`src/rtl/nv_nvdla_cacc_pingpong_ctrl_pkg.sv`:
```
// Shared definitions for the CACC ping-pong register-group controller.
// Holds the local register offsets, the per-group status encoding reported
// through S_STATUS, and the launch FSM state encoding.
package nv_nvdla_cacc_pingpong_ctrl_pkg;

    localparam int OFFSET_W = 12;
    localparam int DATA_W   = 32;

    localparam logic [11:0] STATUS_OFS    = 12'h000;
    localparam logic [11:0] POINTER_OFS   = 12'h004;
    localparam logic [11:0] OP_ENABLE_OFS = 12'h008;

    // Per-group status as reported in S_STATUS
    typedef enum logic [1:0] {
        GRP_IDLE    = 2'd0,
        GRP_RUNNING = 2'd1,
        GRP_PENDING = 2'd2
    } grp_status_e;

    // Datapath launch sequencer
    typedef enum logic [1:0] {
        ST_IDLE  = 2'd0,
        ST_START = 2'd1,
        ST_RUN   = 2'd2
    } cacc_state_e;

endpackage

```
`src/rtl/nv_nvdla_cacc_pingpong_grp_state.sv`:
```
// One register group's op_en flag and its status encoding.
// Ports:
//   clk, rst_n  - clock, asynchronous active-low reset
//   set_i       - accepted op_en=1 write to this group
//   clr_i       - datapath completed a layer on this group
//   active_i    - this group is the consumer and the launch FSM is busy
//   op_en_o     - registered op_en
//   status_o    - IDLE / RUNNING / PENDING
module nv_nvdla_cacc_pingpong_grp_state
    import nv_nvdla_cacc_pingpong_ctrl_pkg::*;
(
    input  logic        clk,
    input  logic        rst_n,
    input  logic        set_i,
    input  logic        clr_i,
    input  logic        active_i,
    output logic        op_en_o,
    output grp_status_e status_o
);

    logic op_en_q;
    logic op_en_d;

    // Set and clear never coincide on one group: a write to a group whose
    // op_en is high is blocked, and only a group with op_en high completes.
    assign op_en_d = (op_en_q | set_i) & ~clr_i;

    always_ff @(posedge clk or negedge rst_n) begin
        if (!rst_n) begin
            op_en_q <= 1'b0;
        end else begin
            op_en_q <= op_en_d;
        end
    end

    always_comb begin
        status_o = GRP_IDLE;
        if (op_en_q) begin
            status_o = active_i ? GRP_RUNNING : GRP_PENDING;
        end
    end

    assign op_en_o = op_en_q;

endmodule

```
`src/rtl/nv_nvdla_cacc_pingpong_ctrl.sv`:
```
// CACC ping-pong controller: routes CSB accesses to the producer register
// group, tracks per-group op_en/status, launches the datapath on the
// consumer group and retires it on completion.
// Ports:
//   nvdla_core_clk/rstn         - clock, asynchronous active-low reset
//   reg_offset/wr_en/wr_data    - CSB request; reg_rd_data is combinational
//   d_reg_wr_en, d_rd_data0/1   - per-group register-file write enable / read data
//   d_op_en                     - per-group op_en
//   dp_start/group/busy/done    - datapath handshake
//   done_intr                   - per-group completion interrupt pulse
//   wr_blocked, done_err        - error pulses (dropped write, stray dp_done)
module nv_nvdla_cacc_pingpong_ctrl
    import nv_nvdla_cacc_pingpong_ctrl_pkg::*;
#(
    parameter int                   OFFSET_W    = 12,
    parameter int                   DATA_W      = 32,
    parameter logic [OFFSET_W-1:0]  STATUS_OFS  = 12'h000,
    parameter logic [OFFSET_W-1:0]  POINTER_OFS = 12'h004
) (
    input  logic                nvdla_core_clk,
    input  logic                nvdla_core_rstn,
    input  logic [OFFSET_W-1:0] reg_offset,
    input  logic                reg_wr_en,
    input  logic [DATA_W-1:0]   reg_wr_data,
    output logic [DATA_W-1:0]   reg_rd_data,
    output logic [1:0]          d_reg_wr_en,
    input  logic [DATA_W-1:0]   d_rd_data0,
    input  logic [DATA_W-1:0]   d_rd_data1,
    output logic [1:0]          d_op_en,
    output logic                dp_start,
    output logic                dp_group,
    output logic                dp_busy,
    input  logic                dp_done,
    output logic [1:0]          done_intr,
    output logic                wr_blocked,
    output logic                done_err
);

    cacc_state_e state_q, state_d;
    logic        producer_q, producer_d;
    logic        consumer_q, consumer_d;
    logic [1:0]  done_intr_q;
    logic        wr_blocked_q;
    logic        done_err_q;

    logic        is_status, is_pointer, is_group, is_op_en_ofs;
    logic        grp_wr_ok, done_fire;
    logic [1:0]  op_en, grp_set, grp_clr, grp_active;
    grp_status_e grp_status [2];
    logic        unused_wr_bits;

    assign unused_wr_bits = ^reg_wr_data[DATA_W-1:1];

    // Address decode
    assign is_status    = (reg_offset == STATUS_OFS);
    assign is_pointer   = (reg_offset == POINTER_OFS);
    assign is_group     = ~is_status & ~is_pointer;
    assign is_op_en_ofs = (reg_offset == OFFSET_W'(OP_ENABLE_OFS));

    // A group write only lands while the producer group is not armed
    assign grp_wr_ok = reg_wr_en & is_group & ~op_en[producer_q];
    assign done_fire = dp_done & (state_q == ST_RUN);

    for (genvar gi = 0; gi < 2; gi++) begin : g_grp
        assign d_reg_wr_en[gi] = grp_wr_ok & (producer_q == 1'(gi));
        assign grp_set[gi]     = d_reg_wr_en[gi] & is_op_en_ofs & reg_wr_data[0];
        assign grp_clr[gi]     = done_fire & (consumer_q == 1'(gi));
        assign grp_active[gi]  = (consumer_q == 1'(gi)) & (state_q != ST_IDLE);

        nv_nvdla_cacc_pingpong_grp_state u_grp_state (
            .clk      (nvdla_core_clk),
            .rst_n    (nvdla_core_rstn),
            .set_i    (grp_set[gi]),
            .clr_i    (grp_clr[gi]),
            .active_i (grp_active[gi]),
            .op_en_o  (op_en[gi]),
            .status_o (grp_status[gi])
        );
    end

    // Launch sequencer and pointers
    always_comb begin
        state_d    = state_q;
        producer_d = producer_q;
        consumer_d = consumer_q;
        if (reg_wr_en && is_pointer) begin
            producer_d = reg_wr_data[0];
        end
        case (state_q)
            ST_IDLE:  if (op_en[consumer_q]) state_d = ST_START;
            ST_START: state_d = ST_RUN;
            ST_RUN: begin
                if (dp_done) begin
                    state_d    = ST_IDLE;
                    consumer_d = ~consumer_q;
                end
            end
            default:  state_d = ST_IDLE;
        endcase
    end

    always_ff @(posedge nvdla_core_clk or negedge nvdla_core_rstn) begin
        if (!nvdla_core_rstn) begin
            state_q      <= ST_IDLE;
            producer_q   <= 1'b0;
            consumer_q   <= 1'b0;
            done_intr_q  <= 2'b00;
            wr_blocked_q <= 1'b0;
            done_err_q   <= 1'b0;
        end else begin
            state_q      <= state_d;
            producer_q   <= producer_d;
            consumer_q   <= consumer_d;
            done_intr_q  <= grp_clr;
            wr_blocked_q <= reg_wr_en & is_group & op_en[producer_q];
            done_err_q   <= dp_done & (state_q != ST_RUN);
        end
    end

    // CSB read mux
    always_comb begin
        logic [31:0] local_rd;
        local_rd = {14'b0, grp_status[1], 14'b0, grp_status[0]};
        if (is_pointer) begin
            local_rd = {15'b0, consumer_q, 15'b0, producer_q};
        end
        if (is_group) begin
            reg_rd_data = producer_q ? d_rd_data1 : d_rd_data0;
        end else begin
            reg_rd_data = DATA_W'(local_rd);
        end
    end

    assign d_op_en    = op_en;
    assign dp_start   = (state_q == ST_START);
    assign dp_busy    = (state_q != ST_IDLE);
    assign dp_group   = consumer_q;
    assign done_intr  = done_intr_q;
    assign wr_blocked = wr_blocked_q;
    assign done_err   = done_err_q;

endmodule

```
`config.mk`:
```
export PLATFORM = sky130hd
export DESIGN_NAME = nv_nvdla_cacc_pingpong_ctrl
export DESIGN_NICKNAME = d
export VERILOG_FILES = /design/src/rtl/nv_nvdla_cacc_pingpong_ctrl_pkg.sv /design/src/rtl/nv_nvdla_cacc_pingpong_grp_state.sv /design/src/rtl/nv_nvdla_cacc_pingpong_ctrl.sv
export SDC_FILE = /design/constraint.sdc
export NUM_CORES = 1
export LEC_CHECK = 0
export CAP_MARGIN = 30
export CORE_AREA = 2 2 80 59
export CTS_CLUSTER_SIZE = 40
export DETAILED_ROUTE_END_ITERATION = 10
export DIE_AREA = 0 0 82 61
export PLACE_DENSITY = 0.95
export SYNTH_ARGS = -nofsm -noshare
export SYNTH_HDL_FRONTEND = slang
export SYNTH_HIERARCHICAL = 1
export SYNTH_SLANG_ARGS = --single-unit
```
`constraint.sdc`:
```
create_clock -name nvdla_core_clk -period 5.2 [get_ports nvdla_core_clk]
set_input_delay 1.04 -clock nvdla_core_clk [delete_from_list [all_inputs] [get_ports nvdla_core_clk]]
set_output_delay 1.04 -clock nvdla_core_clk [all_outputs]
set_load 0.01 [all_outputs]
```
==> impl_metrics.env <==
export IMPL_outcome="complete, no violations"
export IMPL_gp_congestion=0.739
export IMPL_routed_wl_um=4010
export IMPL_regToRegSetupSlack_ps=3940
export IMPL_fillers=365
export IMPL_cellLeakagePower_nw=0.893
export IMPL_r2r_start="producer_q"
export IMPL_layout_common_cells="clkdlybuf4s50_1, mux2i_1, nor2_1"
export IMPL_worstHoldEndpoint="state_q[0]"
export IMPL_dr_wl_met2_um=2020
export IMPL_rsz0062_at_grt="false"
export IMPL_cp_arrival_ps=3270
export IMPL_synth_cell_type_count=32
export IMPL_synth_edf_count=0
export IMPL_cts_resized=0
export IMPL_drtIter0Drc=43
export IMPL_layout_nets=358
export IMPL_cp_slowest_cell="or4_1"
export IMPL_whs_path_depth=2
export IMPL_synth_area_mm2=0.00107
export IMPL_drc=0
export IMPL_r2r_cells=3
export IMPL_ys_warn_count=6
export IMPL_antenna_found_initial=0
export IMPL_yosysSeqAreaShare_pct=23.3
export IMPL_synthCells=124
export IMPL_min_period_ps=4310
export IMPL_cts_tree="yes"
export IMPL_crit_top_cell="clkdlybuf4s50_1"
export IMPL_num_rows=20
export IMPL_dpl_hpwl_um=3390
export IMPL_setup_viol=0
export IMPL_placed_area_mm2=0.00234
export IMPL_critPathMaxStageDelay_ps=610
export IMPL_ant_nets=0
export IMPL_fin_area_mm2=0.00241
export IMPL_setup_tns_ps=0
export IMPL_max_slew_margin_pct=70.4
export IMPL_antenna_cells=0
export IMPL_rr_endpoint="g_grp[0].u_grp_state/op_en_o"
export IMPL_tightest_slew_ps=442
export IMPL_hold_viol=0
export IMPL_layout_commonest_cell="clkdlybuf4s50_1"
export IMPL_wl_met3_um=409
export IMPL_clk_insertion_delay_late_ps=230
export IMPL_route_detailed_wl_per_inst_um=13.4
export IMPL_clock_sinks=10
export IMPL_cts_buffers=3
export IMPL_ios=155
export IMPL_start_util_pct=25.5
export IMPL_grt_pass1_vias=1270
export IMPL_drtPass1Iterations=4
export IMPL_ir_drop_mv=0.0873
export IMPL_holdCritStartpoint="state_q[0]"
export IMPL_ys_seq_elements=10
export IMPL_fmax_mhz=232
export IMPL_vias=1367
export IMPL_hold_class="flop to flop"
export IMPL_powerDensity_mw_per_mm2=125
export IMPL_power_mw=0.301
export IMPL_finClkSkew_ps=0.770
export IMPL_clk_path_buf_depth=2
export IMPL_gr_total_overflow=0
export IMPL_syn2layout_area_growth_pct=125
export IMPL_die_h_um=61
export IMPL_gr_usage_all_layers_pct=15.0
export IMPL_htreeDepth=1
export IMPL_ys_flop_type="dfrtp_1"
export IMPL_async_reset_ff_share_pct=100
export IMPL_holdBufCountCts=0
export IMPL_topRoutingLayerUsed="met4"
export IMPL_post_cts_repair_setup_buffers=0
export IMPL_drive_gt1_share_pct=7.76
export IMPL_end_kind="primary output"
export IMPL_worst_setup_path_start_kind="input pin"
export IMPL_avgSynthCellArea_um2=8.65
export IMPL_drv_slew=0
export IMPL_drv_cap=0
export IMPL_met1_length_um=1530
export IMPL_grt_first_pass_wirelength_um=5640
export IMPL_fin_crit_sh_pct=82.9
export IMPL_grt_max_degree=40
export IMPL_cts_root_buf="clkbuf_8"
export IMPL_dieWidth_um=82
export IMPL_critPathMaxFanout=12
export IMPL_worstPathRequired_ps=4160
export IMPL_port_buffers=123
export IMPL_path_cells="clkdlybuf4s50_1, or4_1, nor4_4, buf_4, mux2i_1, clkdlybuf4s50_1"
export IMPL_vias_per_cell=4.56
export IMPL_dieArea_mm2=0.00500
export IMPL_coreArea_mm2=0.00420
export IMPL_criticalPathCategory="input pin to primary output"
export IMPL_syn_nets=236
export IMPL_clk_pin_slew_ps=50
registers in the layout, indices dropped and copies added, names as in the netlist:
| register | count |
|---|---|
| done_err | 1 |
| done_intr | 2 |
| dp_group | 1 |
| g_grp.u_grp_state/op_en_o | 2 |
| producer_q | 1 |
| state_q | 2 |
| wr_blocked | 1 |
kinds of logic (layout without fill, tap and decap cells):
| kind of cell | count (synthesis) | in the layout | share of synthesized area (%) |
|---|---|---|---|
| AOI/OAI and AO/OA | 5 | 5 | 3.73 |
| xor gates and xnor gates | 1 | 1 | 0.817 |
| buffers and inverters | 10 | 131 | 5.02 |
| DFF | 10 | 10 | 23.3 |
| muxes | 39 | 39 | 36.5 |
| and+or+nand+nor | 59 | 59 | 30.6 |
per-layer routing:
metal | vias to the layer above | track usage (%)
met3 | 4 | 4.61
met5 | - | 0
met4 | 0 | 4.29
li1 | 672 | -
met1 | 616 | 16.2
met2 | 75 | 28.3
stage by stage:
stage | hold slack [ps] | instances | setup slack, ps | util [%]
after floorplan | 544 | 124 | 1660 | -
after global placement | 564 | 295 | 883 | 55.6
after detailed placement | 610 | 295 | 832 | 55.6
after CTS | 618 | 299 | 846 | 56.9
after global routing | 633 | 300 | 737 | 57.4
final | 621 | 300 | 887 | 57.4
critical path: cells and delay by family:
kind | cells | cell delay (ps)
buffers and inverters | 3 | 1210
and+or+nand+nor | 2 | 810
muxes | 1 | 210
where the power goes:
group | switching (mW) | internal [mW]
clock network | 0.0285 | 0.0664
logic | 0.0348 | 0.0879
registers | 0.00334 | 0.0798
cells in the mapped netlist (2+ instances only):
cell / number / share of area, %
and2b_2: 2 / 1.6
nor3b_1: 2 / 1.4
buf_4: 2 / 1.4
nand2_1: 3 / 1.1
o21ba_2: 2 / 1.9
clkbuf_1: 4 / 1.4
and2_2: 2 / 1.4
or2_2: 2 / 1.2
and2_1: 2 / 1.2
or4_1: 2 / 1.4
mux2i_1: 38 / 35
dfrtp_1: 10 / 23
nor2b_1: 4 / 2.3
nor2_1: 30 / 11
o22ai_1: 2 / 1.2
how the worst max path moves through the flow:
stage                  start               to  slack (ps)  cells past startpoint
2_1_floorplan  reg_offset[5]  reg_rd_data[17]        1660                      4
3_3_place_gp   reg_offset[5]   reg_rd_data[0]         880                      6
3_5_place_dp   reg_offset[8]   reg_rd_data[0]         830                      6
4_1_cts        reg_offset[8]   reg_rd_data[0]         850                      6
5_1_grt        reg_offset[8]   reg_rd_data[1]         740                      6
6_report       reg_offset[8]   reg_rd_data[0]         890                      6
final cells by class:
class,count,area (um2),area share [%]
timing repair buffer,126,1270,52.5
multi-input combinational,104,768,31.8
sequential,10,251,10.4
tap,55,68.8,2.85
clock buffer,4,55.1,2.28
inverter,1,3.75,0.156
No activity file was read; power rests on OpenSTA's default activity.
